<file path="src/rtl/actor_trigger_pkg.sv">
// Shared trigger encodings: actor return codes, trigger FSM states and trigger modes.
package TriggerTypes;

  typedef enum logic [31:0] {
    IDLE           = 32'd0,
    WAIT_PREDICATE = 32'd1,
    WAIT_INPUT     = 32'd2,
    WAIT_OUTPUT    = 32'd3,
    WAIT_GAURD     = 32'd4,
    EXECUTED       = 32'd5
  } return_t;

  typedef enum logic [2:0] {
    IDLE_STATE,
    LAUNCH,
    CHECK,
    SLEEP,
    SYNC_LAUNCH,
    SYNC_CHECK,
    SYNC_WAIT,
    SYNC_EXEC
  } state_t;

  typedef enum logic [1:0] {
    ACTOR_TRIGGER,
    INPUT_TRIGGER,
    OUTPUT_TRIGGER
  } mode_t;

endpackage

</file>
<file path="src/rtl/actor_trigger_if.sv">
// ap_ctrl_hs handshake between a trigger (master) and its HLS actor (slave).
interface actor_trigger_if;
  import TriggerTypes::*;

  logic        actor_start;
  logic        actor_ready;
  logic        actor_done;
  logic [31:0] actor_return;

  modport master (
    output actor_start,
    input  actor_ready,
    input  actor_done,
    input  actor_return
  );

  modport slave (
    input  actor_start,
    output actor_ready,
    output actor_done,
    output actor_return
  );

endinterface

</file>
<file path="src/rtl/actor_trigger_sleep_timer.sv">
// Loadable down-counter timing how long an idle actor stays asleep; saturates at zero.
module trigger_sleep_timer #(
  parameter int SLEEP_CYCLES = 16
) (
  input  logic clk,
  input  logic rst_n,
  input  logic load,
  input  logic en,
  output logic expired
);

  localparam int CW = (SLEEP_CYCLES > 0) ? $clog2(SLEEP_CYCLES + 1) : 1;

  logic [CW-1:0] cnt;

  always_ff @(posedge clk or negedge rst_n) begin
    if (!rst_n) begin
      cnt <= '0;
    end else if (load) begin
      cnt <= CW'(SLEEP_CYCLES);
    end else if (en && (cnt != '0)) begin
      cnt <= cnt - CW'(1);
    end
  end

  assign expired = (cnt == '0);

endmodule

</file>
<file path="src/rtl/actor_trigger.sv">
// Per-actor scheduling controller: launches an ap_ctrl_hs actor, decodes its return code,
// sleeps it when idle and joins the network-wide sync protocol for global termination.
module actor_trigger
  import TriggerTypes::*;
#(
  parameter mode_t MODE         = ACTOR_TRIGGER,
  parameter int    SLEEP_CYCLES = 16
) (
  input  logic                   ap_clk,
  input  logic                   ap_rst_n,
  input  logic                   ap_start,
  output logic                   ap_idle,
  output logic                   ap_done,
  actor_trigger_if.master        act,
  input  logic                   external_enqueue,
  input  logic                   all_sleep,
  input  logic                   all_sync_wait,
  input  logic                   all_sync_exec,
  output logic                   sleep,
  output logic                   sync_wait,
  output logic                   sync_exec
);

  state_t      state;
  state_t      state_nxt;
  logic        launched;
  logic [31:0] ret_q;
  logic        ap_done_q;
  logic        actor_start_c;
  logic        timer_load;
  logic        timer_en;
  logic        timer_expired;
  logic        in_launch;
  logic        ret_fast_sync;

  assign in_launch = (state == LAUNCH) || (state == SYNC_LAUNCH);

  // A mode-matched blocking code means the actor can only wait on the network, so skip SLEEP.
  assign ret_fast_sync = ((MODE == INPUT_TRIGGER)  && (ret_q == WAIT_INPUT)) ||
                         ((MODE == OUTPUT_TRIGGER) && (ret_q == WAIT_OUTPUT));

  trigger_sleep_timer #(
    .SLEEP_CYCLES(SLEEP_CYCLES)
  ) u_timer (
    .clk     (ap_clk),
    .rst_n   (ap_rst_n),
    .load    (timer_load),
    .en      (timer_en),
    .expired (timer_expired)
  );

  assign timer_load = (state == CHECK) && (state_nxt == SLEEP);
  assign timer_en   = (state == SLEEP) && !external_enqueue;

  always_ff @(posedge ap_clk or negedge ap_rst_n) begin
    if (!ap_rst_n) begin
      state <= IDLE_STATE;
    end else begin
      state <= state_nxt;
    end
  end

  always_comb begin
    state_nxt = state;
    case (state)
      IDLE_STATE: begin
        if (ap_start) state_nxt = LAUNCH;
      end
      LAUNCH: begin
        if (act.actor_done) state_nxt = CHECK;
      end
      SYNC_LAUNCH: begin
        if (act.actor_done) state_nxt = SYNC_CHECK;
      end
      CHECK: begin
        if (ret_q == EXECUTED)  state_nxt = LAUNCH;
        else if (ret_fast_sync) state_nxt = SYNC_LAUNCH;
        else                    state_nxt = SLEEP;
      end
      SLEEP: begin
        if (external_enqueue)   state_nxt = LAUNCH;
        else if (timer_expired) state_nxt = all_sleep ? SYNC_LAUNCH : LAUNCH;
      end
      SYNC_CHECK: begin
        state_nxt = (ret_q == EXECUTED) ? LAUNCH : SYNC_WAIT;
      end
      SYNC_WAIT: begin
        if (all_sync_wait)   state_nxt = SYNC_EXEC;
        else if (!all_sleep) state_nxt = LAUNCH;
      end
      SYNC_EXEC: begin
        if (all_sync_exec)   state_nxt = IDLE_STATE;
        else if (!all_sleep) state_nxt = LAUNCH;
      end
      default: state_nxt = IDLE_STATE;
    endcase
  end

  // Handshake bookkeeping: launched masks actor_start once the actor has accepted.
  always_ff @(posedge ap_clk or negedge ap_rst_n) begin
    if (!ap_rst_n) begin
      launched  <= 1'b0;
      ret_q     <= IDLE;
      ap_done_q <= 1'b0;
    end else begin
      ap_done_q <= (state == SYNC_EXEC) && all_sync_exec;
      if (in_launch) begin
        if (act.actor_done) begin
          launched <= 1'b0;
          ret_q    <= act.actor_return;
        end else if (act.actor_ready) begin
          launched <= 1'b1;
        end
      end else begin
        launched <= 1'b0;
      end
    end
  end

  always_comb begin
    ap_idle       = 1'b0;
    sleep         = 1'b0;
    sync_wait     = 1'b0;
    sync_exec     = 1'b0;
    actor_start_c = 1'b0;
    case (state)
      IDLE_STATE:  ap_idle = 1'b1;
      LAUNCH:      actor_start_c = !launched;
      SLEEP:       sleep = 1'b1;
      SYNC_LAUNCH: begin
        sleep         = 1'b1;
        actor_start_c = !launched;
      end
      SYNC_CHECK:  sleep = 1'b1;
      SYNC_WAIT: begin
        sleep     = 1'b1;
        sync_wait = 1'b1;
      end
      SYNC_EXEC: begin
        sleep     = 1'b1;
        sync_wait = 1'b1;
        sync_exec = 1'b1;
      end
      default: ;
    endcase
  end

  assign act.actor_start = actor_start_c;
  assign ap_done         = ap_done_q;

endmodule

</file>
<file path="src/flat_wrapper.sv">
// flat-port wrapper written by rule: the top's interface ports become plain ports
module actor_trigger_flat import TriggerTypes::*;
#(
  parameter mode_t MODE         = ACTOR_TRIGGER,
  parameter int    SLEEP_CYCLES = 16
)
  (ap_clk, ap_rst_n, ap_start, ap_idle, ap_done, external_enqueue, all_sleep, all_sync_wait, all_sync_exec, sleep, sync_wait, sync_exec, act_actor_start, act_actor_ready, act_actor_done, act_actor_return);
  actor_trigger_if act_i ();
  input  logic ap_clk;
  input  logic ap_rst_n;
  input  logic ap_start;
  output logic ap_idle;
  output logic ap_done;
  input  logic external_enqueue;
  input  logic all_sleep;
  input  logic all_sync_wait;
  input  logic all_sync_exec;
  output logic sleep;
  output logic sync_wait;
  output logic sync_exec;
  output wire logic [$bits(act_i.actor_start)-1:0] act_actor_start;
  input wire logic [$bits(act_i.actor_ready)-1:0] act_actor_ready;
  input wire logic [$bits(act_i.actor_done)-1:0] act_actor_done;
  input wire logic [$bits(act_i.actor_return)-1:0] act_actor_return;
  assign act_actor_start = act_i.actor_start;
  assign act_i.actor_ready = act_actor_ready;
  assign act_i.actor_done = act_actor_done;
  assign act_i.actor_return = act_actor_return;
  actor_trigger #(.MODE(MODE), .SLEEP_CYCLES(SLEEP_CYCLES)) u_core (.ap_clk(ap_clk), .ap_rst_n(ap_rst_n), .ap_start(ap_start), .ap_idle(ap_idle), .ap_done(ap_done), .act(act_i), .external_enqueue(external_enqueue), .all_sleep(all_sleep), .all_sync_wait(all_sync_wait), .all_sync_exec(all_sync_exec), .sleep(sleep), .sync_wait(sync_wait), .sync_exec(sync_exec));
endmodule
</file>
<file path="config.mk">
export PLATFORM = sky130hd
export DESIGN_NAME = actor_trigger_flat
export DESIGN_NICKNAME = d
export VERILOG_FILES = /design/src/rtl/actor_trigger_pkg.sv /design/src/rtl/actor_trigger_if.sv /design/src/rtl/actor_trigger_sleep_timer.sv /design/src/rtl/actor_trigger.sv /design/src/flat_wrapper.sv
export SDC_FILE = /design/constraint.sdc
export NUM_CORES = 1
export LEC_CHECK = 0
export CAP_MARGIN = 15
export CORE_AREA = 2 2 91 93
export DETAILED_ROUTE_END_ITERATION = 10
export DIE_AREA = 0 0 93 95
export HOLD_SLACK_MARGIN = 0.06
export SLEW_MARGIN = 10
export SYNTH_ARGS = -nofsm -noshare
export SYNTH_HDL_FRONTEND = slang
export SYNTH_SLANG_ARGS = --single-unit
</file>
<file path="constraint.sdc">
create_clock -name ap_clk -period 5.6 [get_ports ap_clk]
set_input_delay 1.4 -clock ap_clk [delete_from_list [all_inputs] [get_ports ap_clk]]
set_output_delay 1.4 -clock ap_clk [all_outputs]
set_load 0.05 [all_outputs]
</file>
=== Word level (Yosys, flattened, before mapping) ===
Index checks and enable logic that the tools add are counted.

* Register bits: 42
* Bits of input ports: 41
* Output and inout port bits: 6
* Logic and storage cells: 53

* Add/subtract/negate cells: 1
* Eq/ne operators: 10
* Mux-type cells: 22
* Reduce and logical (&&, ||, !) cells: 15

{| class="wikitable"
|+ Operator list
! kind !! count
|-
| $eq 32x3->1 const B || 1
|-
| $mux 3 || 10
|-
| $pmux 3 s8 || 1
|-
| $eq 3x3->1 const B || 4
|-
| $mux 5 || 2
|-
| $eq 3x2->1 const B || 3
|-
| $mux 1 || 8
|-
| $logic_not 5->1 || 1
|-
| $reduce_bool 5->1 || 1
|-
| $reduce_or 5->1 || 1
|-
| $sub 5x1->5 const B || 1
|-
| $logic_and 1x1->1 || 4
|-
| $reduce_or 2->1 || 2
|-
| $eq 3x1->1 const B || 1
|-
| $logic_not 3->1 || 1
|-
| $ne 3x3->1 const B || 1
|-
| $logic_not 1->1 || 2
|-
| $mux 2 || 1
|-
| $reduce_and 2->1 || 1
|-
| $reduce_bool 2->1 || 1
|-
| $logic_or 1x1->1 || 1
|}

=== Depth between registers and ports, before layout ===
* Depth after elaboration: 7
* Gate-level depth with buffers: 6
* Depth with buffers taken out: 6

=== Modules after synthesis ===
Synthesis repeated with hierarchy kept, for this count alone.

* Cell total of the unflattened synthesis: 151
* Area, all modules: 2057.0 um^2

{| class="wikitable"
|+ By module, submodules not included
! module !! instances !! cells an instance !! area each (um^2) !! sequential area each (um^2)
|-
| actor_trigger || 1 || 124 || 1799.2 || 925.9
|-
| trigger_sleep_timer || 1 || 27 || 257.7 || 125.1
|}

=== Worst setup path after synthesis ===
Ideal clock, no wire load.

* Kind: register to output
* Start: register u_core.state[0]
* End: output ap_idle
* Data arrival time: 1637 ps
* Required time: 4200 ps
* Setup slack: 2563 ps
* Stages on the path, launching flop included: 3
* Path buffers: 1
* Cell sequence: dfrtp_1 > clkbuf_1 > nor3_1

* Longest elaborated chain between the ends: 2

{| class="wikitable"
|+ Ends and longest elaborated chain
! what !! line !! RTL
|-
| start: declaration || actor_trigger.sv:24 || <nowiki>state_t state;</nowiki>
|-
| start signal: assignment || actor_trigger.sv:59 || <nowiki>state <= state_nxt;</nowiki>
|-
| $logic_not 3->1 || actor_trigger.sv:126 || <nowiki>case (state)</nowiki>
|-
| $mux 1 || actor_trigger.sv:126 ||
|-
| end: declaration || flat_wrapper.sv:12 || <nowiki>output logic ap_idle;</nowiki>
|}

Every way passes these cells.

=== Final worst setup path ===
* Start: register u_core.state[0]
* End: output act_actor_start

* Longest elaborated chain between the ends: 3
* Elaborated cells on any way between the ends: 4
* Classes of those cells: eq/ne (2); mux (1); reduce/logical (1)

{| class="wikitable"
|+ Ends and longest elaborated chain
! what !! line !! RTL
|-
| $eq 3x3->1 / $eq 3x1->1 (equally long branches) || actor_trigger.sv:126 ||
|-
| $reduce_or 2->1 (no line) (*) || - ||
|-
| $mux 1 (*) || - ||
|-
| end: declaration || flat_wrapper.sv:21 || <nowiki>output wire logic [$bits(act_i.actor_start)-1:0] act_actor_start;</nowiki>
|}

Every way passes the cells marked *; elsewhere a longest branch is shown, timed or not.

==> out/summary.json <==
{
  "place": {
    "post_dp_cell_area_sq_um": 2460,
    "numPortBuffers": 46,
    "hpwlAfterDp_mm": 2.78,
    "numPlacedInstances": 296,
    "place_congestion": 0.752
  },
  "cts": {
    "clock_latency_ns": 0.29,
    "path_clk_slew_ns": 0.08,
    "htree_levels": 2,
    "cts_made_buffers": 5,
    "cts_setup_buffers": 0,
    "cts_hold_buffers_added": 0,
    "tritoncts_num_sinks": 42,
    "ctsRootBufferMaster": "sky130_fd_sc_hd__clkbuf_8",
    "tritoncts": "yes",
    "cts_buffer_depth": 2,
    "post_cts.resized_instances": 0
  },
  "cells_and_area": {
    "diodes_inserted": 0,
    "finalNonFillerCells": 303,
    "synthToLayoutAreaGrowth_pct": 35.6,
    "fraction_of_final_layout_cells_sized_beyond_drive_strength_1_pct": 21.2,
    "commonest_non_fill_non_tap_cells_in_the_layout": "sky130_fd_sc_hd__clkdlybuf4s50_1, sky130_fd_sc_hd__dfrtp_1, sky130_fd_sc_hd__mux2_2",
    "design_area_sq_um": 2570,
    "filler_cell_count": 837,
    "final_common_cell": "sky130_fd_sc_hd__clkdlybuf4s50_1",
    "final_core_util_pct": 32.5,
    "design.final.nets": 241
  },
  "grt": {
    "first_pass_grt_wire_length_mm": 6.58,
    "gr-usage-all-layers_pct": 9.59,
    "grt_pass1_vias": 1376,
    "globalRouteOverflowTotal": 0,
    "grt_start_max_net_pins": 43,
    "number_of_antenna_violations_at_the_first_check_in_global_routing": 0
  },
  "power": {
    "p_sw_mw": 0.445,
    "vdd.ir_drop.worst_uv": 165,
    "power_switching_share_pct": 33.8,
    "power_density_nw_per_um2": 512,
    "power.share.clock_pct": 18.6,
    "share_seq_of_total_power_pct": 42.5,
    "comb_power_share_pct": 39.0,
    "leakage_power_total_nw": 1.03,
    "cell_internal_pwr_mw": 0.872,
    "total_power_mw": 1.32
  },
  "yosys": {
    "proportion_of_synthesized_chip_area_in_sequential_cells_pct": 55.4,
    "syn-mean-instance-area_sq_um": 12.6,
    "netlist-cell-type-count": 35,
    "synth-seq-cells": 42,
    "synthesis.yosys.warnings": 0,
    "syn_inst": 151,
    "number_of_enable_type_register_cells_in_the_synthesized_netlist": 0,
    "synth_async_reset_ratio_pct": 100,
    "synth_area_sq_um": 1900,
    "synth_flop_cell": "sky130_fd_sc_hd__dfrtp_1",
    "syn_nets": 194
  },
  "route": {
    "initialDrtViolationCount": 38,
    "route.detailed.vias_per_inst": 4.32,
    "post_drt_wl_per_cell_um": 12.6,
    "drt_pre_antenna_iters": 4,
    "drt_drc_violations_left": 0,
    "drt-total-wl_mm": 3.83,
    "detail-route-antenna-nets": 0,
    "dr_total_vias": 1308
  },
  "critical_path": {
    "critical_path_data_required_time_ns": 4.20,
    "setup.worst_path.start_class": "register",
    "worstPathMaxFanout": 14,
    "reg2reg_slack_ns": 3.44,
    "category_of_the_worst_setup_path_capture_point": "output pin",
    "timing_worst_setup_path_type": "register to output pin",
    "arrival_ns": 2.05
  },
  "timing": {
    "tightestPinTransition_ns": 0.948,
    "layout_min_cycle_time_ns": 3.45,
    "clock_skew_ns": 0.00441,
    "achievable-frequency_mhz": 290,
    "hold_violations": 0,
    "tns_ns": 0,
    "final-setup-viol-count": 0,
    "headroom_to_the_max_slew_limit_pct": 36.8,
    "grt_setup_unrepaired": "false",
    "fin_crit_sh_pct": 61.5,
    "maxSlewViolCount": 0
  },
  "floorplanning": {
    "die_height_um": 95,
    "floorplan.die.width_um": 93,
    "design.core.area_sq_um": 7930,
    "boundaryPins": 47,
    "row_count": 33,
    "die-area_sq_um": 8840,
    "initial_utilization_pct": 23.9
  },
  "status": {
    "run_status": "completed"
  },
  "hold_path": {
    "timing.hold.worst.class": "register to register"
  },
  "flow_run": {
    "drv.max_cap_violation_count": 0
  }
}
-- final cells by class --
cell class | count | area (sq um) | area share, %
multi-input combinational | 97 | 797 | 31.0
clock inverter | 1 | 30.0 | 1.17
sequential | 42 | 1050 | 40.8
inverter | 5 | 18.8 | 0.729
clock buffer | 6 | 82.6 | 3.21
timing repair buffer | 47 | 463 | 18.0
tap | 105 | 131 | 5.10
-- registers in the layout (all words and copies together) (netlist names) --
register / count
u_core.u_timer.cnt: 5
u_core.ap_done: 1
u_core.launched: 1
u_core.state: 3
u_core.ret_q: 32
-- stage by stage --
step | hold slack, ns | setup slack (ns)
floorplan | 0.459 | 2.56
global placement | 0.475 | 2.50
detailed placement | 0.482 | 2.48
CTS | 0.499 | 2.16
global route | 0.526 | 2.04
finish | 0.499 | 2.15
-- cell families (layout without fill, tap and decap cells) --
group	Yosys count	in the layout	share of synthesized area [%]
xor gates and xnor gates	4	4	1.85
buffers and inverters	12	59	2.64
muxes	33	33	19.5
adders and majority gates	2	2	1.32
DFF	42	42	55.4
and+or+nand+nor	44	44	14.0
AOI/OAI and AO/OA	14	14	5.27
-- metal layers --
metal / routed length, um / track usage [%] / vias to the layer above
met5: 0 / 0 / -
met4: 65 / 4.29 / 0
met3: 187 / 2.55 / 7
met2: 1760 / 14.8 / 32
met1: 1820 / 12.7 / 631
li1: - / - / 638
-- worst paths after layout --
check	startpoint	to	cells past startpoint
min	u_core.ret_q[28]$_DFFE_PN0P_	u_core.ret_q[28]$_DFFE_PN0P_	1
max	u_core.state[0]$_DFF_PN0_	act_actor_start	4
min in group asynchronous	ap_rst_n	u_core.u_timer.cnt[3]$_DFFE_PN0P_	1
min reg2reg	u_core.ret_q[28]$_DFFE_PN0P_	u_core.ret_q[28]$_DFFE_PN0P_	1
max reg2reg	u_core.u_timer.cnt[0]$_DFFE_PN0P_	u_core.state[0]$_DFF_PN0_	6
max in group asynchronous	ap_rst_n	u_core.ret_q[10]$_DFFE_PN0P_	1
-- power groups by stage --
stage	Sequential [mW]	Combinational (mW)	Clock, mW
2_1_floorplan	0.520	0.422	0
3_3_place_gp	0.559	0.512	0
3_5_place_dp	0.566	0.520	0
4_1_cts	0.561	0.522	0.252
5_1_grt	0.586	0.569	0.262
6_report	0.560	0.513	0.245
-- worst max-delay path, cell delays in order (launching register included) --
cell and delay, ns:
sky130_fd_sc_hd__dfrtp_1 0.58, sky130_fd_sc_hd__xor2_1 0.21, sky130_fd_sc_hd__nand2_1 0.09, sky130_fd_sc_hd__nor2_1 0.08, sky130_fd_sc_hd__clkdlybuf4s50_1 0.80
-- cells in the mapped netlist, types with 2 or more instances --
cell type / count / area (sq um)
sky130_fd_sc_hd__a21oi_1: 2 / 10.0
sky130_fd_sc_hd__and2_1: 6 / 37.5
sky130_fd_sc_hd__and3_1: 2 / 12.5
sky130_fd_sc_hd__buf_2: 4 / 20.0
sky130_fd_sc_hd__clkbuf_1: 3 / 11.3
sky130_fd_sc_hd__dfrtp_1: 42 / 1050
sky130_fd_sc_hd__ha_1: 2 / 25.0
sky130_fd_sc_hd__inv_1: 5 / 18.8
sky130_fd_sc_hd__mux2_1: 2 / 22.5
sky130_fd_sc_hd__mux2_2: 30 / 338
sky130_fd_sc_hd__nand2_1: 5 / 18.8
sky130_fd_sc_hd__nand3_1: 3 / 15.0
sky130_fd_sc_hd__nand4_1: 2 / 12.5
sky130_fd_sc_hd__nor2_1: 6 / 22.5
sky130_fd_sc_hd__nor2b_1: 2 / 12.5
sky130_fd_sc_hd__nor3_1: 4 / 20.0
sky130_fd_sc_hd__nor4_1: 7 / 43.8
sky130_fd_sc_hd__nor4b_1: 2 / 17.5
sky130_fd_sc_hd__o21ai_0: 3 / 15.0
sky130_fd_sc_hd__or4b_4: 2 / 27.5
sky130_fd_sc_hd__xnor2_1: 3 / 26.3
Power figures use the tool's default switching activity.
